[src/rtl/irq_pkg.sv]
// Shared types and defaults for the interrupt vector controller:
// FSM state encoding, default vector table placement and the vector address helper.
package irq_pkg;

  typedef enum logic [1:0] {
    IDLE = 2'd0,
    REQ  = 2'd1,
    SERV = 2'd2
  } irq_state_e;

  localparam logic [31:0] IRQ_VEC_BASE   = 32'h0000_0000;
  localparam logic [31:0] IRQ_VEC_STRIDE = 32'h0000_0015;

  // Full-width product; callers truncate to their own address width.
  function automatic logic [63:0] irq_vec_addr(input logic [31:0] base,
                                               input logic [31:0] stride,
                                               input logic [31:0] idx);
    return {32'd0, base} + ({32'd0, idx} * {32'd0, stride});
  endfunction

endpackage

[src/rtl/irq_prio_enc.sv]
// Fixed-priority encoder: reports whether any request is set and the index of the
// lowest-numbered set bit.
module irq_prio_enc #(
  parameter  int N   = 8,
  localparam int IDW = $clog2(N)
) (
  input  logic [N-1:0]   i_req,
  output logic           o_valid,
  output logic [IDW-1:0] o_idx
);

  // Scan from the top down so the lowest set index is the last one written.
  always_comb begin
    o_valid = |i_req;
    o_idx   = '0;
    for (int i = N - 1; i >= 0; i--) begin
      if (i_req[i]) begin
        o_idx = IDW'(i);
      end
    end
  end

endmodule

[src/rtl/irq_vector_ctrl.sv]
// Interrupt controller: edge-captured sticky pending bits, masked lowest-index arbitration,
// req/ack vector handshake held off until ISR completion. Optional macro IRQ_SYNC_EN.
module irq_vector_ctrl
  import irq_pkg::*;
#(
  parameter  int          N_IRQ      = 8,
  parameter  int          XLEN       = 32,
  parameter  logic [31:0] VEC_BASE   = IRQ_VEC_BASE,
  parameter  logic [31:0] VEC_STRIDE = IRQ_VEC_STRIDE,
  localparam int          IDW        = $clog2(N_IRQ)
) (
  input  logic             clk,
  input  logic             rst_n,
  input  logic [N_IRQ-1:0] irq_in,
  input  logic [N_IRQ-1:0] irq_mask,
  input  logic             irq_ack,
  input  logic             irq_done,
  output logic             irq_req,
  output logic [IDW-1:0]   irq_id,
  output logic [XLEN-1:0]  pc_isr,
  output logic [N_IRQ-1:0] pending,
  output logic             in_service
);

  irq_state_e       r_state;
  irq_state_e       w_state_next;
  logic [N_IRQ-1:0] w_line;
  logic [N_IRQ-1:0] r_prev;
  logic [N_IRQ-1:0] w_rise;
  logic [N_IRQ-1:0] r_pending;
  logic [N_IRQ-1:0] w_clr;
  logic [N_IRQ-1:0] w_cand;
  logic             w_win_valid;
  logic [IDW-1:0]   w_win_idx;
  logic [IDW-1:0]   r_irq_id;
  logic [XLEN-1:0]  r_pc_isr;
  logic             w_grant;
  logic             w_take;

`ifdef IRQ_SYNC_EN
  logic [N_IRQ-1:0] r_sync1;
  logic [N_IRQ-1:0] r_sync2;

  always_ff @(posedge clk) begin
    if (!rst_n) begin
      r_sync1 <= '0;
      r_sync2 <= '0;
    end else begin
      r_sync1 <= irq_in;
      r_sync2 <= r_sync1;
    end
  end

  assign w_line = r_sync2;
`else
  assign w_line = irq_in;
`endif

  assign w_rise = w_line & ~r_prev;
  assign w_cand = r_pending & irq_mask;
  // A rise on the acknowledged channel in the ack cycle re-sets the bit after the clear.
  assign w_clr  = w_take ? ({{(N_IRQ-1){1'b0}}, 1'b1} << r_irq_id) : '0;

  irq_prio_enc #(
    .N(N_IRQ)
  ) u_prio_enc (
    .i_req  (w_cand),
    .o_valid(w_win_valid),
    .o_idx  (w_win_idx)
  );

  always_ff @(posedge clk) begin
    if (!rst_n) begin
      r_state <= IDLE;
    end else begin
      r_state <= w_state_next;
    end
  end

  always_comb begin
    w_state_next = r_state;
    case (r_state)
      IDLE:    if (w_win_valid) w_state_next = REQ;
      REQ:     if (irq_ack)     w_state_next = SERV;
      SERV:    if (irq_done)    w_state_next = IDLE;
      default:                  w_state_next = IDLE;
    endcase
  end

  always_comb begin
    w_grant    = 1'b0;
    w_take     = 1'b0;
    irq_req    = 1'b0;
    in_service = 1'b0;
    case (r_state)
      IDLE: w_grant = w_win_valid;
      REQ: begin
        irq_req = 1'b1;
        w_take  = irq_ack;
      end
      SERV:    in_service = 1'b1;
      default: ;
    endcase
  end

  always_ff @(posedge clk) begin
    if (!rst_n) begin
      r_prev    <= '0;
      r_pending <= '0;
      r_irq_id  <= '0;
      r_pc_isr  <= XLEN'(VEC_BASE);
    end else begin
      r_prev    <= w_line;
      r_pending <= (r_pending & ~w_clr) | w_rise;
      // Winner is latched only on entry to REQ; it stays frozen through REQ and SERV.
      if (w_grant) begin
        r_irq_id <= w_win_idx;
        r_pc_isr <= XLEN'(irq_vec_addr(VEC_BASE, VEC_STRIDE, 32'(w_win_idx)));
      end
    end
  end

  assign irq_id  = r_irq_id;
  assign pc_isr  = r_pc_isr;
  assign pending = r_pending;

endmodule

[config.mk]
export PLATFORM = sky130hd
export DESIGN_NAME = irq_vector_ctrl
export DESIGN_NICKNAME = d
export VERILOG_FILES = /design/src/rtl/irq_pkg.sv /design/src/rtl/irq_prio_enc.sv /design/src/rtl/irq_vector_ctrl.sv
export SDC_FILE = /design/constraint.sdc
export NUM_CORES = 1
export LEC_CHECK = 0
export BUFFER_PORTS_ARGS = -buffer_cell sky130_fd_sc_hd__buf_2
export CAP_MARGIN = 5
export CORE_AREA = 2 2 71 56
export CTS_CLUSTER_SIZE = 10
export DETAILED_ROUTE_END_ITERATION = 16
export DIE_AREA = 0 0 73 58
export PLACE_DENSITY = 0.72
export SLEW_MARGIN = 20
export SYNTH_ARGS = -nofsm -noshare
export SYNTH_HDL_FRONTEND = slang
export SYNTH_SLANG_ARGS = --single-unit
[constraint.sdc]
create_clock -name clk -period 1.9 [get_ports clk]
set_input_delay 0.38 -clock clk [delete_from_list [all_inputs] [get_ports clk]]
set_output_delay 0.38 -clock clk [all_outputs]
set_load 0.01 [all_outputs]
# Yosys cells after proc, flatten, opt, wreduce, memory -nomap -nowiden

Index checks and enable logic that the tools add are counted.

Register bits after elaboration: 29
Bits of input ports: 20
Logic and storage cells: 38

Multiply operators: 1
Equality and inequality tests: 5
Shifts and indexed selects: 1
Muxes and demuxes: 17
Bitwise gates (word level): 6
Reduce and logical (&&, ||, !) cells: 3

Operator list:

| cell                | number |
|---|---|
| $and 8x8->8         | 3 |
| $mux 3              | 8 |
| $not 8->8           | 2 |
| $mul 3x5->8 const B | 1 |
| $mux 8              | 1 |
| $or 8x8->8          | 1 |
| $reduce_or 8->1     | 1 |
| $shl 1x3->8 const A | 1 |
| $mux 2              | 3 |
| $ne 2x2->1 const B  | 3 |
| $pmux 2 s3          | 1 |
| $mux 1              | 4 |
| $reduce_and 3->1    | 1 |
| $eq 2x1->1 const B  | 1 |
| $eq 2x2->1 const B  | 1 |
| $logic_not 2->1     | 1 |

# Depth between registers and ports, before layout

Gate-level depths: netlist of the first run.

Depth in word-level cells: 10
Depth in mapped cells: 10

# Cells and area by module

Synthesis of the first run repeated with hierarchy kept, for this count alone.

Cell total of the unflattened synthesis: 157
Area, all modules: 1396.3 µm²

By module, submodules not included:

| module          | times used | cells each | area each (µm²) | seq. area each (µm²) |
|---|---|---|---|---|
| irq_vector_ctrl | 1          | 144        | 1315.0          | 540.5 |
| irq_prio_enc    | 1          | 13         | 81.3            | 0.0 |

# Least setup slack after synthesis of the first run

OpenSTA, ideal clock, no wires.

Path type: flip-flop to flip-flop
Start point: reg r_pending[6] (netlist: pending[6])
End point: reg r_pc_isr[5] (netlist: pc_isr[5])
Setup time: 0.117 ns
Arrival time: 1.717 ns
Setup slack: 0.066 ns
Cell stages (with the launch flop): 11
Path buffers: 0
Clock period less this slack: 1.834 ns
Cell sequence: dfxtp_1 -> nand2_1 -> a32o_1 -> a21oi_1 -> inv_1 -> ha_1 -> ha_1 -> ha_1 -> xor2_1 -> nand3_1 -> o21ai_1

Cells in the longest elaborated chain, start to end: 9

Ends and longest elaborated chain:

| item                     | line                   | source |
|---|---|---|
| start: declaration       | irq_vector_ctrl.sv:30  | `logic [N_IRQ-1:0] r_pending;` |
| start signal: assignment | irq_vector_ctrl.sv:114 | `r_pending <= (r_pending & ~w_clr) \| w_rise;` |
| $and 8x8->8              | irq_vector_ctrl.sv:60  | `assign w_cand = r_pending & irq_mask;` |
| $mux 3 (7 in series)     | irq_prio_enc.sv:17     | `if (i_req[i]) begin` |
| via u_prio_enc.o_idx[0]  | irq_prio_enc.sv:9      | `output logic [IDW-1:0] o_idx` |
| $mul 3x5->8              | irq_pkg.sv:18          | `return {32'd0, base} + ({32'd0, idx} * {32'd0, stride});` |
| end signal: assignment   | irq_vector_ctrl.sv:111 | `r_pc_isr <= XLEN'(VEC_BASE);` |
| end signal: assignment   | irq_vector_ctrl.sv:118 | `r_pc_isr <= XLEN'(irq_vec_addr(VEC_BASE, VEC_STRIDE, 32'(w_win_idx)));` |
| end: declaration         | irq_vector_ctrl.sv:36  | `logic [XLEN-1:0] r_pc_isr;` |

The timed path passes the listed nets, and every way through them passes these cells.
A chain may end at the register's enable or synchronous reset.

# Final worst setup path of the first run

Ends and elaborated chain as after synthesis.

==> flow_summary.toml, run 1 <==
[worst_setup_path]
startpoint = "pending[6]$_SDFF_PN0_"
reg2reg_to = "pc_isr[5]$_SDFFE_PN0P_"
ff2ff_path_depth = 10
critical_path.most_common_cell = "ha_2"
path_buf_inv = 1
r2r-start = "pending[6]$_SDFF_PN0_"
worstPathMaxFanout = 3
slowest_delay_ns = 0.36
worstSetupPathType = "reg2reg"
crit_required_ns = 2.07
worst_path_max_delay_cell = "dfxtp_2"
cp-start-kind = "register"
reg2reg_slack_ns = 0.09
cp.arrival_ns = 1.98
cp-end-kind = "register"
path_cells = "nand2_1 > a32o_1 > a21oi_2 > inv_1 > ha_2 > ha_2 > ha_2 > xor2_1 > nand3_1 > o21ai_1"
crit_family = "adder cells"

[worst_hold_path]
min_from = "irq_in[7]"
hold_path_depth = 2
hold_end = "r_prev[7]$_SDFF_PN0_"
hold_path.class = "in2reg"

[power]
combPwrFrac_pct = 27.2
p_sw_share_pct = 31.15
p_per_area_nw_per_um2 = 822.8
power_leakage_nw = 0.8108
pwr-share-seq_pct = 48.1
power.net_switching_mw = 0.4332
power.internal_mw = 0.9576
ir_drop_mv = 0.4093
clockPowerShare_pct = 24.7

[yosys]
synth_top_cell_by_area = "dfxtp_1"
synth.avg_cell_area_um2 = 8.944
synth_edf_count = 0
yosysMostFrequentCell = "dfxtp_1"
synth_area_leaders = "dfxtp_1 39%, buf_4 14%, nand2b_1 5.0%"
synth_top_area_share_pct = 38.99
synth_cell_types = 30
synth.cell_area_um2 = 1386
ys.flop_type = "dfxtp_1"
yosysWarnings = 0
ys_top_cells_by_count = "27 x dfxtp_1, 26 x buf_4, 11 x nand2_1, 11 x nand2b_1, 9 x and2_1"
async_flop_share_pct = 0
synth_cells = 155
ys_ff_latch = 27
ys_seq_area_share_pct = 38.99

[clock_network]
clk_latency_ns = 0.28
path_clk_slew_ns = 0.10
cts.root.buffer_cell = "clkbuf_8"
cts.sinks = 27
numCtsBuffers = 3
h-tree-depth = 1
cts_tree = "built"
cts_buffer_depth = 2

[die]
start_util_pct = 39.14
io_pins = 65
fp-row-count = 19
core_um2 = 3542
die_w_um = 73
die_area_um2 = 4234
die_y_um = 58

[drt]
totalWireLength_mm = 2.864
ant_nets = 0
wl_per_cell_um = 11.79
dr.pass1.iters = 4
vias = 1131
first_iter_violations = 29
viasPerCell = 4.654
drc = 0

[place]
io_buffers = 40
place_inst = 238
hpwl_mm = 2.101
place_area_um2 = 1580
gp_congestion = 0.7612

[global_routing]
overflow = 0
grt_pass1_wl_mm = 4.291
antenna_found_initial = 0
grt_max_degree = 34
grt_pass1_vias = 980
track_usage_pct = 13.03

[final_layout]
syn_to_final_growth_pct = 21.93
final_util_pct = 47.72
layout.cells.non_filler = 243
drive_above_1_share_pct = 34.33
final_nets = 226
finalInstanceArea_um2 = 1690
antenna_cells = 0

[sta]
slew_viol_final = 0
finalCriticalPeriod_ns = 1.807
clock_skew_ns = 0.01052
period_share_pct = 95.12
setup_viol = 0
finalHoldViolations = 0
max_freq_mhz = 553.3

[flow_run]
drv_cap = 0

[status]
status = "complete, no violations"
[logic make-up after synthesis]
group | share of synthesized area [%]
adder cells (fa/ha/maj) | 3.610
buffers and inverters | 16.25
XOR/XNOR | 0.6319
flip-flops | 38.99
AO/OA/AOI/OAI | 21.12
other | 0.2705
AND/OR/NAND/NOR | 19.13
[layout by cell type (no fill, tap or decap), drive strengths merged]
master and count:
a21boi 8, a21oi 5, a22o 5, a22oi 1, a32o 1, and2 9, and3b 1, buf 49
clkbuf 3, conb 24, dfxtp 27, ha 4, inv 3, nand2 11, nand2b 11, nand3 6
nor2 3, nor2b 5, nor3 2, nor3b 1, o211a 1, o21a 2, o21ai 14, o22ai 1
o31ai 2, o41a 1, xor2 1
[how the worst max path moves through the flow]
stage,to,slack [ns],cells past startpoint
6_report,pc_isr[5]$_SDFFE_PN0P_,0.09,10
5_1_grt,pc_isr[5]$_SDFFE_PN0P_,-0.01,10
4_1_cts,pc_isr[5]$_SDFFE_PN0P_,0.02,10
3_5_place_dp,pc_isr[5]$_SDFFE_PN0P_,-0.14,11
3_3_place_gp,pc_isr[5]$_SDFFE_PN0P_,-0.07,11
2_1_floorplan,pc_isr[5]$_SDFFE_PN0P_,0.07,10
[area by class of cell]
class | instances | area, µm²
Tap cell | 42 | 52.55
Inverter | 2 | 7.507
Sequential cell | 27 | 549.3
Multi-Input combinational cell | 119 | 750.7
Clock inverter | 1 | 8.758
Fill cell | 351 | 1852
Timing Repair Buffer | 49 | 280.3
Clock buffer | 3 | 41.29
[power by group through the flow]
stage               Sequential [mW]  Clock [mW]  Combinational (mW)
detailed placement            0.679           0               0.354
global route                  0.677       0.380               0.420
global placement              0.677           0               0.350
CTS                           0.667       0.354               0.359
finish                        0.669       0.343               0.378
floorplan                     0.688           0               0.241
[through the flow]
stage,setup WS (ns),hold WS [ns],power [mW],setup TNS (ns)
final,0.09279,0.3113,1.391,0
after global routing,-0.01398,0.3107,1.477,-0.01398
after CTS,0.02052,0.3079,1.380,0
after detailed placement,-0.1358,0.4391,1.033,-0.2735
after global placement,-0.07223,0.4383,1.026,-0.1139
after floorplan,0.06647,0.4705,0.9288,0
[sequential cells by signal, indices dropped and copies added (netlist names)]
signal   flops
irq_id       3
pc_isr       6
pending      8
r_prev       8
r_state      2
[timing repair]
item | in CTS | in global routing
gates resized for setup | 3 | 13
setup endpoints to repair | 3 | 3
cloned | 0 | 0
setup buffers | 0 | 1
hold buffers | 0 | 0
pin swaps | 0 | 4
[per-layer routing]
metal,track usage (%),wire length [µm],vias to the layer above
met3,4.348,172,2
met4,2.381,14,0
met2,21.49,1359,32
met5,0,0,-
li1,-,-,575
met1,16.81,1317,522
Power figures use the tool's default switching activity.
==> run 2: changes to the inputs <==
- CORE_AREA: 2 2 71 56 -> 2 2 69 55
- CTS_BUF_LIST: default -> sky130_fd_sc_hd__clkbuf_4 sky130_fd_sc_hd__clkbuf_8
- DIE_AREA: 0 0 73 58 -> 0 0 71 57
- PLACE_DENSITY: 0.72 -> 0.75
==> flow_summary.toml, run 2 (synthesis results as in run 1) <==
[die]
start_util_pct = 40.22
io_pins = 65
die_area_um2 = 4047
core_um2 = 3447
fp-row-count = 19
die_y_um = 57
die_w_um = 71

[worst_hold_path]
hold_path.class = "in2reg"
min_from = "irq_in[1]"

[final_layout]
drive_above_1_share_pct = 34.48
final_cell_mix = "40 x buf_2, 24 x conb_1, 22 x dfxtp_1"
antenna_cells = 0
n_fill_cell = 336
seq_area_um2 = 546.8
syn_to_final_growth_pct = 23.10
final_nets = 228
final_common_cell = "buf_2"
layout.cells.non_filler = 245
multi_input_area_um2 = 755.7

[place]
place_inst = 240
io_buffers = 40
dp_slack_ns = -0.09070
gp_congestion = 0.8351
hpwl_mm = 2.110

[clock_network]
numCtsBuffers = 3
cts_buffer_depth = 2
path_clk_slew_ns = 0.09
h-tree-depth = 1
cts.root.buffer_cell = "clkbuf_8"
cts.sinks = 27
cts_tree = "built"
clk_latency_ns = 0.27

[worst_setup_path]
r2r-start = "pending[0]$_SDFF_PN0_"
worstPathMaxFanout = 14
crit_required_ns = 2.08
cp-end-kind = "register"
startpoint = "pending[0]$_SDFF_PN0_"
worstSetupPathType = "reg2reg"
cp.arrival_ns = 1.98
cp-start-kind = "register"

[power]
ir_drop_mv = 0.6406
power_leakage_nw = 0.8196
p_per_area_nw_per_um2 = 823.9

[drt]
drc = 0
dr.pass1.iters = 4
totalWireLength_mm = 2.876
viasPerCell = 4.620
wl_met2_mm = 1.345
top_layer = "met4"
ant_nets = 0
first_iter_violations = 44
wl_met3_um = 202
wl_per_cell_um = 11.74
vias = 1132
wl_met1_mm = 1.305

[global_routing]
track_usage_pct = 14.76
grt_pass1_wl_mm = 4.636
grt_pass1_vias = 1026
overflow = 0
grt_max_degree = 34
antenna_found_initial = 0

[sta]
final.setup.worst_slack_ns = 0.09942
finalCriticalPeriod_ns = 1.801
max_freq_mhz = 555.4
period_share_pct = 94.77
clock_skew_ns = 0.006978
setup_viol = 0
finalHoldViolations = 0
slew_viol_final = 0

[status]
status = "complete, no violations"

[flow_run]
drv_cap = 0
run 2: worst paths after layout:
check	to	slack, ns	cells after the start
worst max register to register	r_state[0]$_SDFFE_PN0P_	0.1	6
worst min-delay path	r_prev[1]$_SDFF_PN0_	0.32	2
worst min register to register	pc_isr[4]$_SDFFE_PN0P_	0.45	2
worst max-delay path	r_state[0]$_SDFFE_PN0P_	0.1	6
run 2: final cells by class:
| cell class | count | share of cell area, % |
|---|---|---|
| clock buffers | 4 | 2.859 |
| inverters | 2 | 0.4399 |
| multi-input cells | 119 | 44.28 |
| flip-flops and latches | 27 | 32.04 |
| well taps | 42 | 3.079 |
| repair buffers | 51 | 17.30 |
run 2: per-stage QoR:
stage                     hold slack, ns  cell area [µm²]  utilization [%]  setup TNS (ns)  power (mW)
final                             0.3200             1707            49.51               0       1.406
after global routing              0.3158             1707            49.51        -0.02561       1.503
after CTS                         0.3167             1644            47.70               0       1.389
after detailed placement          0.4403             1595            46.28         -0.1600       1.047
after global placement            0.4367             1595            46.28         -0.1162       1.040
after floorplan                   0.4705             1473                -               0      0.9288
run 2: critical path: stages, from the launching register on:
cell and delay (ns):
dfxtp_2 0.34, buf_4 0.13, a22o_4 0.23, buf_4 0.15, o41a_4 0.52, buf_12 0.16, o21a_1 0.18
run 2: repair_timing:
item / CTS / global route
setup buffers: 0 / 1
endpoints found under the hold margin: 0 / 0
gates resized for setup: 0 / 16
hold buffers: 0 / 0
endpoints found under the setup margin: 0 / 3
run 2: metal layers:
metal  up-vias  GRT usage [%]
li1        576              -
met5         -              0
met4         0          4.852
met1       516          19.14
met2        38          22.83
met3         2          5.654
run 2: where the power goes:
part / internal, mW / switching [mW]
Combinational: 0.200 / 0.204
Clock: 0.165 / 0.172
Sequential: 0.621 / 0.0436
Total: 0.986 / 0.420
